===== config.mk =====
export PLATFORM = sky130hd
export DESIGN_NAME = sp_ram_arbiter
export DESIGN_NICKNAME = d
export VERILOG_FILES = /design/src/rtl/sp_ram_arbiter.sv
export SDC_FILE = /design/constraint.sdc
export NUM_CORES = 1
export LEC_CHECK = 0
export CELL_PAD_IN_SITES_DETAIL_PLACEMENT = 0
export CELL_PAD_IN_SITES_GLOBAL_PLACEMENT = 2
export CORE_UTILIZATION = 19
export CTS_CLUSTER_DIAMETER = 80
export CTS_CLUSTER_SIZE = 16
export DETAILED_ROUTE_END_ITERATION = 10
export MAX_ROUTING_LAYER = met4
export PLACE_DENSITY = 0.8
export SYNTH_ARGS = -nofsm -noshare
export SYNTH_HDL_FRONTEND = slang
export SYNTH_SLANG_ARGS = --single-unit

===== constraint.sdc =====
create_clock -name clk -period 1.9 [get_ports clk]
set_input_delay 0.57 -clock clk [delete_from_list [all_inputs] [get_ports clk]]
set_output_delay 0.57 -clock clk [all_outputs]
set_load 0.05 [all_outputs]

===== src/rtl/sp_ram_arbiter.sv =====
// Two-requester arbiter in front of one single-port synchronous RAM.
// Grants are combinational and complete in the grant cycle. Read data returns
// one cycle later to the requester that issued the read. A requester that sets
// lock keeps ownership for up to MAXBURST consecutive grants while the other waits.
module sp_ram_arbiter #(
  parameter int ABITS    = 4,
  parameter int WIDTH    = 8,
  parameter int MAXBURST = 4
) (
  input  logic             clk,
  input  logic             rst,
  input  logic             r0_req,
  input  logic             r0_we,
  input  logic             r0_lock,
  input  logic [ABITS-1:0] r0_addr,
  input  logic [WIDTH-1:0] r0_wdata,
  input  logic             r1_req,
  input  logic             r1_we,
  input  logic             r1_lock,
  input  logic [ABITS-1:0] r1_addr,
  input  logic [WIDTH-1:0] r1_wdata,
  output logic             r0_gnt,
  output logic             r1_gnt,
  output logic             r0_rvalid,
  output logic             r1_rvalid,
  output logic [WIDTH-1:0] r0_rdata,
  output logic [WIDTH-1:0] r1_rdata,
  output logic             mem_wren,
  output logic             mem_rden,
  output logic [ABITS-1:0] mem_addr,
  output logic [WIDTH-1:0] mem_wdata,
  input  logic [WIDTH-1:0] mem_rdata,
  output logic             busy
);

  localparam int CBITS = $clog2(MAXBURST + 1);
  localparam logic [CBITS-1:0] MAX_CNT = CBITS'(MAXBURST);

  typedef enum logic {
    OWN_R0 = 1'b0,
    OWN_R1 = 1'b1
  } owner_t;

  owner_t           last_gnt;
  owner_t           win;
  logic             prev_gnt_valid;
  logic             prev_lock;
  logic [CBITS-1:0] burst_cnt;
  logic             lock_hold;
  logic [WIDTH-1:0] rdata_hold0;
  logic [WIDTH-1:0] rdata_hold1;

  // The previous owner keeps the RAM only if it was granted in the very last
  // cycle with lock set and has not yet used up its burst allowance.
  assign lock_hold = prev_gnt_valid && prev_lock && (burst_cnt < MAX_CNT);

  // Pick at most one requester: single requester wins, conflicts go to the
  // locked owner if it still holds, otherwise to whoever was not granted last.
  always_comb begin
    r0_gnt = 1'b0;
    r1_gnt = 1'b0;
    if (!rst) begin
      if (r0_req && r1_req) begin
        if (lock_hold) begin
          if (last_gnt == OWN_R0) r0_gnt = 1'b1;
          else                    r1_gnt = 1'b1;
        end else begin
          if (last_gnt == OWN_R0) r1_gnt = 1'b1;
          else                    r0_gnt = 1'b1;
        end
      end else if (r0_req) begin
        r0_gnt = 1'b1;
      end else if (r1_req) begin
        r1_gnt = 1'b1;
      end
    end
  end

  assign win = r1_gnt ? OWN_R1 : OWN_R0;

  // Route the granted requester onto the RAM port; idle cycles drive all zeros
  // so reads and writes can never overlap.
  always_comb begin
    mem_wren  = 1'b0;
    mem_rden  = 1'b0;
    mem_addr  = '0;
    mem_wdata = '0;
    if (r0_gnt) begin
      mem_wren  = r0_we;
      mem_rden  = ~r0_we;
      mem_addr  = r0_addr;
      mem_wdata = r0_wdata;
    end else if (r1_gnt) begin
      mem_wren  = r1_we;
      mem_rden  = ~r1_we;
      mem_addr  = r1_addr;
      mem_wdata = r1_wdata;
    end
  end

  // Track the last owner, its lock request and the length of its current burst;
  // an idle cycle breaks the burst so the next grant starts counting from one.
  always_ff @(posedge clk or posedge rst) begin
    if (rst) begin
      last_gnt       <= OWN_R1;
      prev_gnt_valid <= 1'b0;
      prev_lock      <= 1'b0;
      burst_cnt      <= '0;
    end else if (r0_gnt || r1_gnt) begin
      last_gnt       <= win;
      prev_gnt_valid <= 1'b1;
      prev_lock      <= r1_gnt ? r1_lock : r0_lock;
      if (prev_gnt_valid && (win == last_gnt)) begin
        if (burst_cnt < MAX_CNT) burst_cnt <= burst_cnt + CBITS'(1);
      end else begin
        burst_cnt <= CBITS'(1);
      end
    end else begin
      prev_gnt_valid <= 1'b0;
      prev_lock      <= 1'b0;
      burst_cnt      <= '0;
    end
  end

  // Remember which requester issued a read so the returning data goes only to it.
  always_ff @(posedge clk or posedge rst) begin
    if (rst) begin
      r0_rvalid <= 1'b0;
      r1_rvalid <= 1'b0;
    end else begin
      r0_rvalid <= r0_gnt & ~r0_we;
      r1_rvalid <= r1_gnt & ~r1_we;
    end
  end

  // Capture returned data so each requester's rdata holds once rvalid drops.
  always_ff @(posedge clk or posedge rst) begin
    if (rst) begin
      rdata_hold0 <= '0;
      rdata_hold1 <= '0;
    end else begin
      if (r0_rvalid) rdata_hold0 <= mem_rdata;
      if (r1_rvalid) rdata_hold1 <= mem_rdata;
    end
  end

  // RAM output is only valid in the return cycle, so pass it straight through
  // then and fall back to the held copy afterwards.
  assign r0_rdata = r0_rvalid ? mem_rdata : rdata_hold0;
  assign r1_rdata = r1_rvalid ? mem_rdata : rdata_hold1;
  assign busy     = r0_rvalid | r1_rvalid;

endmodule

== Word level (Yosys, flattened, before mapping) ==
Index checks and enable logic that the tools add are counted.
W data, S select, Z words.
Cells by class
  add/subtract/negate cells: 1
  order comparisons: 1
  equality and inequality tests: 2
  mux-type cells: 28
  bitwise gates (word level): 5
  reductions and logical operators: 5
Operators by type and width (number)
  $mux W8: 4
  $mux W1: 19
  $mux W3: 3
  $mux W4: 2
  $logic_and A1 B1 Y1: 4
  $add A3 B1 Y3 const B: 1
  $lt A3 B3 Y1 const B: 1
  $ne A3 B3 Y1 const B: 1
  $and A1 B1 Y1: 2
  $not A1 Y1: 2
  $eq A1 B1 Y1: 1
  $logic_or A1 B1 Y1: 1
  $or A1 B1 Y1: 1
Storage, ports and cells
  register bits: 24
  bits of input ports: 40
  output and inout bits: 35
  word-level logic and storage cells: 50

== Longest topological paths before layout ==
  depth after elaboration: 10
  mapped depth: 6
  mapped depth without buffers: 4

== Worst setup path after synthesis ==
No wires, ideal clock.
  kind: reg-to-output
  start point: reg last_gnt
  end point: out mem_rden
  arrival: 2123 ps
  data required time: 1330 ps
  slack: -793 ps
  stages on the path, launching flop included: 6
  path buffers: 1
  cells stage by stage: dfstp_2 -> clkbuf_1 -> nand2b_1 -> mux2i_4 -> or3b_1 -> a21oi_1
On the way
  cells in the longest elaborated chain, start to end: 6
  elaborated cells between the ends (all ways): 10
  classes of those cells: mux: 10
Ends and longest elaborated chain
  start, declared: RTL line 44  | owner_t last_gnt;
  start signal, assigned: RTL line 110  | last_gnt <= win;
  $mux W1: RTL line 65, 68
  $mux W1: RTL line 64  | if (lock_hold) begin
  $mux W1: RTL line 63  | if (r0_req && r1_req) begin
  $mux W1: RTL line 62  | if (!rst) begin
  $mux W1: RTL line 93  | end else if (r1_gnt) begin
  $mux W1 (*): RTL line 88  | if (r0_gnt) begin
  end, declared: RTL line 29  | output logic mem_rden,
Mark *: on every way between the ends. The rest lies on a longest branch, timed or not.

== Final worst setup path ==
  start point: reg burst_cnt[2]
  end point: out mem_wdata[6]
On the way
  cells in the longest elaborated chain, start to end: 7
  elaborated cells between the ends (all ways): 10
  classes of those cells: order compare: 1; mux: 8; reduce/logical: 1
Ends and longest elaborated chain
  start, declared: RTL line 48  | logic [CBITS-1:0] burst_cnt;
  start signal, assigned: RTL line 114  | if (burst_cnt < MAX_CNT) burst_cnt <= burst_cnt + CBITS'(1);
  $lt A3 B3 Y1 (*): RTL line 55  | assign lock_hold = prev_gnt_valid && prev_lock && (burst_cnt < MAX_CNT);
  $logic_and A1 B1 Y1 (*): RTL line 55
  $mux W1: RTL line 64
  $mux W1: RTL line 63
  $mux W1: RTL line 62
  $mux W8: RTL line 93
  $mux W8 (*): RTL line 88
  end, declared: RTL line 31  | output logic [WIDTH-1:0] mem_wdata,
Marks and branches as above.

==> metrics.csv <==
metric,value,unit
Peak VDD IR,0.398,mV
clock root buffer,clkbuf_8,
Core ar.,6910,sq um
gr usage total,0.124,
die area,7640,sq um
vias per cell,4.14,
"Async S/R FF share, synth",1.00,
clk sinks,24,
post-synth cell types,28,
die width,87.4,um
Final period util,1.28,
P_leak,1.27,nW
Routed WL per cell,12.9,um
final core utilization,0.424,
RSZ-0062 raised after global routing,true,
Initial Util,0.201,
Worst-path clk slew,0.08,ns
Routed Antenna Nets,0,
synthesized area per cell,9.37,sq um
H-tree Lvls,1,
CP Data Required Time,1.33,ns
largest net degree at the start of global routing,26,
critical path class,reg -> out,
clk_skew,0.00486,ns
cell taking the most area after synthesis,dfrtp_1,
initial antenna violation count,0,
Clock Path Buffers,2,
critical path cell sequence,and3b_2 > mux2i_4 > buf_6 > o22a_1 > nor2_4 > buf_6,
setup ws final,-0.537,ns
post-layout minimum cycle time,2.44,ns
Layout area overhead,111,%
worst slew pin tran,0.310,ns
number of max-cap violations,0,
layout cells sized above 1,0.466,
"count leader, synth",nand2_1,
hold_ws,0.410,ns
CP max FO,10,
Slew HR,0.793,
# nets final,289,
vias,1421,
"most used cell, CP",buf_6,
num rows,30,
I/O Pins,75,
"EDFF count, synth",0,
status,finished with violations,
Worst Hold Class,in -> async,
Setup WS pre-CTS,-0.685,ns
Worst path max stage delay,0.39,ns
setup-violating endpoint count in the final report,16,
top post-synthesis cells by area,"dfrtp_1, mux2_2, o22a_1, nand2_1, nor2_1",
Power Density,859,nW/um^2
YS warnings,0,
post-synthesis cell count,148,
Worst Setup Start Kind,flop,
clk_lat worst skew,0.26,ns
dominant synthesized flop cell,dfrtp_1,
crit path capture type,primary output,
Synthesized Nets,189,
post-synth top area share,0.415,
initial drt markers,32,
"FF+latch count, synth",24,
grt total ovfl,0,
Worst Path Arrival,1.87,ns
CP max-delay cell,dfrtp_1,
Initial DRT Pass Iterations,4,
failing checks,setup timing,
# DRC,0,
Final Max Tran Viols,0,
hpwl dp,3.19,mm
drt total wl,4.42,mm
fmax,410,MHz
mapped cell area,1390,sq um
Fill cells,689,
die height,87.4,um
CTS tree,built,
PortBufs,74,
first-pass GRT wire length,7.22,mm
Commonest cells post-synth,"nand2_1, dfrtp_1, nor2_1",
total negative slack,-8.28,ns
"Seq/Total Area, Yosys",0.434,
ant diodes,0,
TritonCTS Buffers,3,
Final Hold Fails,0,
GPL Wtd Cong,0.719,
number of global-route vias before repair,1460,
==> through the flow <==
| stage | power, W | cells | area, sq um |
|---|---|---|---|
| 2_1_floorplan | 0.00140 | 148 | 1530 |
| 3_3_place_gp | 0.00204 | 327 | 2630 |
| 3_5_place_dp | 0.00205 | 327 | 2630 |
| 4_1_cts | 0.00250 | 341 | 2840 |
| 5_1_grt | 0.00264 | 343 | 2930 |
| 6_report | 0.00251 | 343 | 2930 |
==> final timing paths <==
path | from | endpoint | slack (ns) | cells past startpoint
min reg2reg | rdata_hold0[3] | rdata_hold0[3] | 0.52 | 1
max in group asynchronous | rst | last_gnt | 1.20 | 3
min | rst | rdata_hold1[4] | 0.41 | 3
max | burst_cnt[2] | mem_wdata[6] | -0.54 | 6
min in group clk | rdata_hold0[3] | rdata_hold0[3] | 0.52 | 1
max reg2reg | burst_cnt[2] | r0_rvalid | 0.31 | 6
==> what timing repair did <==
action,in CTS,in global routing
setup buffers,10,3
hold buffers,0,0
resized for setup,38,19
setup endpoints to repair,33,33
pin swaps,1,4
==> where the power goes <==
part	leakage, nW	switching [W]	internal [W]
Clock	0.0288	0.000155	0.000185
Combinational	0.953	0.000768	0.000765
Sequential	0.291	0.0000318	0.000610
==> cells in the final DEF, fill, tap and decap left out, types with 2 or more instances in the layout <==
| cell | netlist | layout |
|---|---|---|
| mux2i_4 | 2 | 2 |
| nor2_1 | 23 | 8 |
| nor3_1 | 3 | 3 |
| nand2_1 | 31 | 31 |
| buf_6 | 1 | 24 |
| dlygate4sd2_1 | 0 | 10 |
| dfrtp_2 | 0 | 2 |
| buf_4 | 2 | 23 |
| dfrtp_1 | 23 | 21 |
| clkdlybuf4s50_1 | 0 | 28 |
| nor2_4 | 0 | 14 |
| inv_1 | 3 | 2 |
| clkbuf_8 | 0 | 4 |
| nand2b_1 | 3 | 2 |
| mux2_4 | 0 | 16 |
| buf_12 | 0 | 20 |
| mux2i_1 | 2 | 2 |
| o22a_1 | 14 | 14 |
==> cell families after synthesis <==
kind of cell    share of synthesized area
buf+inv                            0.0514
mux                                 0.177
xor+xnor                          0.00632
compound gates                      0.117
simple gates                        0.205
fa+ha+maj                         0.00902
flops                               0.434
==> final cells by class <==
| type | instances | area, sq um | share of cell area |
|---|---|---|---|
| Multi-Input combinational cell | 109 | 903 | 0.308 |
| Tap cell | 96 | 120 | 0.0410 |
| Timing Repair Buffer | 107 | 1230 | 0.420 |
| Sequential cell | 24 | 604 | 0.206 |
| Clock buffer | 4 | 55.1 | 0.0188 |
| Inverter | 3 | 15.0 | 0.00513 |
==> metal layers <==
layer,wire [um],GRT usage
met3,298,0.0284
met2,2070,0.209
met1,2040,0.156
met4,17,0.0134
met5,0,-
==> sequential cells by signal, indices dropped and copies added (netlist names) <==
name / cells
rdata_hold1: 8
last_gnt: 1
r0_rvalid: 1
prev_lock: 1
rdata_hold0: 8
prev_gnt_valid: 1
burst_cnt: 3
r1_rvalid: 1
==> worst max-delay path: cells and delay by family, from the launching register on <==
family	cells	cell delay (ns)
buf+inv	2	0.32
simple gates	2	0.39
flops	1	0.39
compound gates	1	0.20
mux	1	0.30
Note: power is estimated with default switching activity, not from simulation.
